## config.mk

```make
export PLATFORM = sky130hd
export DESIGN_NAME = sweep_vpp_seq
export DESIGN_NICKNAME = d
export VERILOG_FILES = /design/src/rtl/sweep_vpp_seq.sv
export SDC_FILE = /design/constraint.sdc
export NUM_CORES = 2
export LEC_CHECK = 0
export CAP_MARGIN = 0
export CORE_MARGIN = 8
export CORE_UTILIZATION = 55
export DETAILED_ROUTE_END_ITERATION = 10
export PLACE_DENSITY = 0.67
export SETUP_SLACK_MARGIN = 0.05
export SYNTH_ARGS = -nofsm -noshare
export SYNTH_HDL_FRONTEND = slang
export SYNTH_SLANG_ARGS = --single-unit
```

## constraint.sdc

```tcl
create_clock -name clk -period 5.5 [get_ports clk]
set_clock_uncertainty 0.2 [all_clocks]
set_input_delay 1.65 -clock clk [delete_from_list [all_inputs] [get_ports clk]]
set_output_delay 1.65 -clock clk [all_outputs]
set_load 0.005 [all_outputs]
```

## src/rtl/sweep_vpp_seq.sv

```systemverilog
// sweep_vpp_seq: amplitude-frequency sweep sequencer.
// It steps the sweep DDS control word across last_idx+1 points.
// At each point it waits settle_cycles, then waits for a new Vpp report from
// the peak detector. The result goes into an on-chip point buffer that the
// Nios reads back through a registered read port.
//
// Ports:
//   clk            system clock (CLK_100M)
//   rst            asynchronous reset, active-high
//   start/abort    one-cycle control pulses (abort wins over start)
//   kw_start       control word of point 0
//   kw_step        per-point increment (wraps mod 2^KW_W)
//   last_idx       index of the final point
//   settle_cycles  settle delay after each control-word change
//   vpp/vpp_found  peak detector result and update flag (sample-clock domain)
//   kw_out         control word to the sweep DDS
//   busy           sweep in progress
//   done           one-cycle pulse on normal completion
//   point_idx      index of the point currently being measured
//   err_cnt        number of timeouts in the last sweep
//   rd_addr        buffer read address
//   rd_data        {timeout_flag, vpp}, one cycle after rd_addr
//
// Build option: define VPP_AVG_EN to average 2^AVG_LOG2 measurements per point.
module sweep_vpp_seq #(
  parameter int KW_W     = 32,
  parameter int VPP_W    = 12,
  parameter int ADDR_W   = 8,
  parameter int SETTLE_W = 24,
  parameter int TIMEOUT  = 10000000,
  parameter int AVG_LOG2 = 2
) (
  input  logic                clk,
  input  logic                rst,
  input  logic                start,
  input  logic                abort,
  input  logic [KW_W-1:0]     kw_start,
  input  logic [KW_W-1:0]     kw_step,
  input  logic [ADDR_W-1:0]   last_idx,
  input  logic [SETTLE_W-1:0] settle_cycles,
  input  logic [VPP_W-1:0]    vpp,
  input  logic                vpp_found,
  output logic [KW_W-1:0]     kw_out,
  output logic                busy,
  output logic                done,
  output logic [ADDR_W-1:0]   point_idx,
  output logic [ADDR_W:0]     err_cnt,
  input  logic [ADDR_W-1:0]   rd_addr,
  output logic [VPP_W:0]      rd_data
);

  localparam logic [2:0] S_IDLE    = 3'd0;
  localparam logic [2:0] S_SETTLE  = 3'd1;
  localparam logic [2:0] S_WAIT    = 3'd2;
  localparam logic [2:0] S_CAPTURE = 3'd3;
  localparam logic [2:0] S_STORE   = 3'd4;
  localparam logic [2:0] S_DONE    = 3'd5;

  localparam int TO_W = $clog2(TIMEOUT + 1);
  localparam logic [TO_W-1:0] TO_LAST = TO_W'(TIMEOUT - 1);

  logic [2:0]          state;
  logic                found_p0, found_p1, found_p2;
  logic                found_evt;
  logic [SETTLE_W-1:0] settle_cnt;
  logic [TO_W-1:0]     to_cnt;
  logic                timeout_hit;
  logic                wr_en;
  logic [VPP_W-1:0]    data_r;
  logic                flag_r;
  logic [VPP_W:0]      mem [0:(2**ADDR_W)-1];

`ifdef VPP_AVG_EN
  localparam int ACC_W = VPP_W + AVG_LOG2;
  localparam logic [AVG_LOG2:0] MEAS_LAST = (AVG_LOG2+1)'((1 << AVG_LOG2) - 1);

  logic [ACC_W-1:0]  acc;
  logic [ACC_W-1:0]  acc_sum;
  logic [AVG_LOG2:0] meas_cnt;
  logic              meas_last;

  function automatic logic [VPP_W-1:0] avg_trunc(input logic [ACC_W-1:0] sum);
    logic [ACC_W-1:0] sh;
    sh = sum >> AVG_LOG2;
    return sh[VPP_W-1:0];
  endfunction

  assign acc_sum   = acc + ACC_W'(vpp);
  assign meas_last = (meas_cnt == MEAS_LAST);
`endif

  // Only a rising edge of the synchronised flag counts as a new measurement.
  assign found_evt   = found_p1 & ~found_p2;
  assign timeout_hit = (state == S_WAIT) && !found_evt && (to_cnt == TO_LAST);
  assign wr_en       = (state == S_STORE) && !abort;
  assign done        = (state == S_DONE);

  // Stage p0/p1: vpp_found synchroniser; p2: edge-detect history
  always_ff @(posedge clk or posedge rst) begin
    if (rst) begin
      state      <= S_IDLE;
      kw_out     <= '0;
      point_idx  <= '0;
      err_cnt    <= '0;
      busy       <= 1'b0;
      settle_cnt <= '0;
      to_cnt     <= '0;
      found_p0   <= 1'b0;
      found_p1   <= 1'b0;
      found_p2   <= 1'b0;
`ifdef VPP_AVG_EN
      meas_cnt   <= '0;
`endif
    end else begin
      found_p0 <= vpp_found;
      found_p1 <= found_p0;
      found_p2 <= found_p1;
      if (abort && (state != S_IDLE)) begin
        state <= S_IDLE;
        busy  <= 1'b0;
      end else begin
        case (state)
          S_IDLE: begin
            if (start && !abort) begin
              kw_out     <= kw_start;
              point_idx  <= '0;
              err_cnt    <= '0;
              busy       <= 1'b1;
              settle_cnt <= settle_cycles;
              state      <= S_SETTLE;
            end
          end
          S_SETTLE: begin
            if (settle_cnt == '0) begin
              to_cnt <= '0;
`ifdef VPP_AVG_EN
              meas_cnt <= '0;
`endif
              state  <= S_WAIT;
            end else begin
              settle_cnt <= settle_cnt - SETTLE_W'(1);
            end
          end
          S_WAIT: begin
            if (found_evt) begin
              state <= S_CAPTURE;
            end else if (to_cnt == TO_LAST) begin
              err_cnt <= err_cnt + (ADDR_W+1)'(1);
              state   <= S_STORE;
            end else begin
              to_cnt <= to_cnt + TO_W'(1);
            end
          end
          S_CAPTURE: begin
`ifdef VPP_AVG_EN
            if (meas_last) begin
              state <= S_STORE;
            end else begin
              meas_cnt <= meas_cnt + (AVG_LOG2+1)'(1);
              to_cnt   <= '0;
              state    <= S_WAIT;
            end
`else
            state <= S_STORE;
`endif
          end
          S_STORE: begin
            if (point_idx == last_idx) begin
              state <= S_DONE;
            end else begin
              point_idx  <= point_idx + ADDR_W'(1);
              kw_out     <= kw_out + kw_step;
              settle_cnt <= settle_cycles;
              state      <= S_SETTLE;
            end
          end
          S_DONE: begin
            busy  <= 1'b0;
            state <= S_IDLE;
          end
          default: state <= S_IDLE;
        endcase
      end
    end
  end

  // Result datapath and point buffer (no reset on data)
  always_ff @(posedge clk) begin
    case (state)
`ifdef VPP_AVG_EN
      S_SETTLE: acc <= '0;
`endif
      S_WAIT: begin
        if (timeout_hit) begin
          data_r <= '0;
          flag_r <= 1'b1;
        end
      end
      S_CAPTURE: begin
`ifdef VPP_AVG_EN
        acc <= acc_sum;
        if (meas_last) begin
          data_r <= avg_trunc(acc_sum);
          flag_r <= 1'b0;
        end
`else
        data_r <= vpp;
        flag_r <= 1'b0;
`endif
      end
      default: ;
    endcase
    if (wr_en) begin
      mem[point_idx] <= {flag_r, data_r};
    end
  end

  // Read port: registered, returns old data on a same-address write
  always_ff @(posedge clk or posedge rst) begin
    if (rst) begin
      rd_data <= '0;
    end else begin
      rd_data <= mem[rd_addr];
    end
  end

endmodule

```

==> metrics.md <==
| Metric | Value |
|---|---|
| Via-per-instance ratio | `6.50` |
| Arr. time, crit path | `2.57 ns` |
| Detailed Route WL | `334 mm` |
| Fmax | `226 MHz` |
| CTS tree | `built` |
| Ys async rst share | `3.38%` |
| Largest net degree at the start of global routing | `233` |
| Cell Pwr Density | `368 nW/um2` |
| Setup crit end kind | `output pin` |
| Final nets | `6808` |
| Cell variety after synth | `64` |
| Final Max Slew Viols | `0` |
| R2R cell count | `6` |
| Worst Hold End | `found_p1$_DFF_PP0_` |
| Cell taking the most area after synthesis | `edfxtp_1` |
| H-Tree Depth | `5` |
| First-pass GRT wire length | `482 mm` |
| Worst stage delay on the critical path | `0.94 ns` |
| Type of the most critical hold path | `flop to flop` |
| Hold_sp | `found_p0$_DFF_PP0_` |
| Tightest Pin Transition | `1.33 ns` |
| EDFF count, synth | `3341` |
| Gate Count Post-Synth | `5943` |
| Max Root-Sink Buffers | `4` |
| Post-DRT Antenna Nets | `0` |
| Number of synthesized register bits | `3458` |
| Layout area overhead | `14.8%` |
| RR Startpoint | `state[2]$_DFFE_PP0P_` |
| Worst r2r dst | `mem[209][10]$_DFFE_PP_` |
| Final Instance Area | `155000 um2` |
| Drt drc | `0` |
| Clock sinks | `3458` |
| Worst skew pair latency | `0.95 ns` |
| I/O pin count | `185` |
| CTS resizes | `0` |
| Initial Utilization | `55.1%` |
| Num rows | `182` |
| Fin Setup TNS | `0 ns` |
| Status | `complete, no violations` |
| Placed cell area | `144000 um2` |
| Reg-to-reg setup timing slack | `1.67 ns` |
| Avg Cell Area, Syn | `22.7 um2` |
| Crit path required time | `3.65 ns` |
| Core Box Area | `245000 um2` |
| Peak supply drop | `0.366 mV` |
| Number of global-route vias before repair | `65900` |
| RSZ-0062 raised after global routing | `no` |
| Crit-path max FO | `11` |
| Slew margin rel. | `11.6%` |
| DRT iter0 DRCs | `8478` |
| Post-CTS Setup Repair Bufs | `0` |
| Post-synth top area share | `74.3%` |
| Setup CP Type | `flop to output pin` |
| Root Buffer | `clkbuf_16` |
| Syn_nets | `6104` |
| Post-synthesis sequential area ratio | `76.5%` |
| Share of layout cells above drive strength 1 | `30.1%` |
| Max Cap Viol | `0` |
| Post-DP HPWL | `201 mm` |
| Cell family contributing the most delay on the critical path | `flip-flops` |
| Placer congestion estimate | `0.849` |
| Worst-path cell chain | `clkdlybuf4s50_1` |
| All-Layer GR Usage | `25.3%` |
| Worst Setup Start Kind | `flop` |
| CP max stage cell | `dfrtp_1` |
| Hold path depth | `0` |
| Vias post-DR | `65900` |
| Buffers plus inverters on the worst setup path | `1` |
| CTS Buf Count | `358` |
| Synthesized area | `135000 um2` |
| First drt pass iteration count | `6` |
| Die Wd | `511 um` |
| Top FF cell, synth | `edfxtp_1` |
| Global route overflow | `0` |
| Post-DR wirelength/cell | `33.0 um` |
| Top cells by area, synth | `edfxtp_1, mux4_2, dfrtp_1, nor2_1, clkbuf_1` |
| Static leakage | `49.8 nW` |
| CTS Hold Bufs | `0` |
| I/O Buffers | `184` |
| Part of the cycle the worst path needs | `80.3%` |
| Warnings from Yosys | `0` |
| Die Height | `511 um` |
| Min Clock Period, post-route | `4.42 ns` |
| Antenna violations before repair | `27` |
| Final Hold Vio Count | `0` |
| Worst-path clk slew | `0.06 ns` |
| Layout Utilization | `63.3%` |
| Die footprint | `262000 um2` |
| Final setup viols | `0` |
## cells in the mapped netlist, types with 11 or more instances
cell,count
nand3_1,47
dfrtp_1,117
nor3_1,26
buf_1,30
nand2_1,108
o21ai_0,63
nor2b_1,18
clkbuf_1,205
buf_2,83
and2_1,20
o22ai_1,20
inv_1,21
a21o_1,11
and3_1,17
nand4_1,20
edfxtp_1,3341
a21oi_1,81
ha_1,39
xor2_1,31
a31oi_1,11
nor2_1,372
xnor2_1,32
mux4_2,1092
a22oi_1,33
## area by class of cell
class / count / area, um2
Sequential cell: 3458 / 103000
Fill cell: 16300 / 90000
Multi-Input combinational cell: 2141 / 30400
Clock buffer: 447 / 9420
Timing Repair Buffer: 667 / 6280
Tap cell: 3220 / 4030
Clock inverter: 175 / 1540
Inverter: 21 / 83.8
Antenna cell: 11 / 27.5
## report_power, final
group	internal [mW]	total (mW)	switching [mW]
registers	29.1	29.4	0.322
logic	2.05	4.71	2.67
clock network	13.3	22.9	9.59
## worst reg2reg max path: stages (launching register included)
cell and delay, ns:
dfrtp_1 0.57, nor3b_2 0.35, nand2b_1 0.24, nor3_1 0.50
nand2_2 0.65, nor2_1 0.70, buf_4 0.32
## sequential cells by signal, summed over array words and instances, names as in the netlist
register and cells:
data_r 12, rd_data 13, settle_cnt 24, flag_r 1
found_p0 1, busy 1, err_cnt 9, kw_out 32
mem 3328, found_p1 1, state 3, point_idx 8
found_p2 1, to_cnt 24
## through the flow
stage / power [mW] / hold WS, ns / std cells / worst slack (ns)
final: 57.1 / 0.159 / 10100 / 1.08
after global routing: 58.7 / 0.174 / 10100 / 1.04
after CTS: 57.4 / 0.164 / 10100 / 1.02
after detailed placement: 34.7 / 0.151 / 9507 / 0.141
after global placement: 34.6 / 0.151 / 9507 / 0.107
after floorplan: 32.8 / 0.131 / 5943 / 0.549
## cell usage in the layout (no fill, tap or decap), drive strengths merged, types with 39 or more instances in the layout
master and n:
a21oi 81, buf 489, clkbuf 447, clkdlybuf4s50 178
clkinv 135, dfrtp 117, edfxtp 3341, ha 39
mux4 1092, nand2 108, nand3 47, nor2 372
o21ai 63
## how the worst max path moves through the flow
stage	cells after the start	endpoint	start	slack, ns
detailed placement	9	rd_data[11]$_DFF_PP0_	rd_addr[0]	0.14
floorplan	1	busy$_DFFE_PP0P_	rst	0.55
global route	1	point_idx[5]	point_idx[5]$_DFFE_PP0P_	1.04
CTS	1	point_idx[5]	point_idx[5]$_DFFE_PP0P_	1.02
global placement	9	rd_data[11]$_DFF_PP0_	rd_addr[0]	0.11
finish	1	point_idx[5]	point_idx[5]$_DFFE_PP0P_	1.08
## kinds of logic (layout without fill, tap and decap cells)
group           count (synthesis)  count (layout)  share of synthesized area (%)
buf+inv                       344            1310                           1.05
compound gates                272             272                           1.25
xor+xnor                       63              63                          0.409
simple gates                  669             669                           2.19
flops                        3458            3458                           76.5
other cells                     0              11                              0
mux                          1097            1097                           18.3
fa+ha+maj                      40              40                          0.376
## layer usage
layer	vias to the layer above	GRT usage, %	wire (um)
li1	26600	-	-
met1	35300	36.6	131000
met2	3381	39.2	158000
met3	538	5.11	31700
met4	4	8.86	12900
met5	-	0	26
Note: power is estimated with default switching activity, not from simulation.
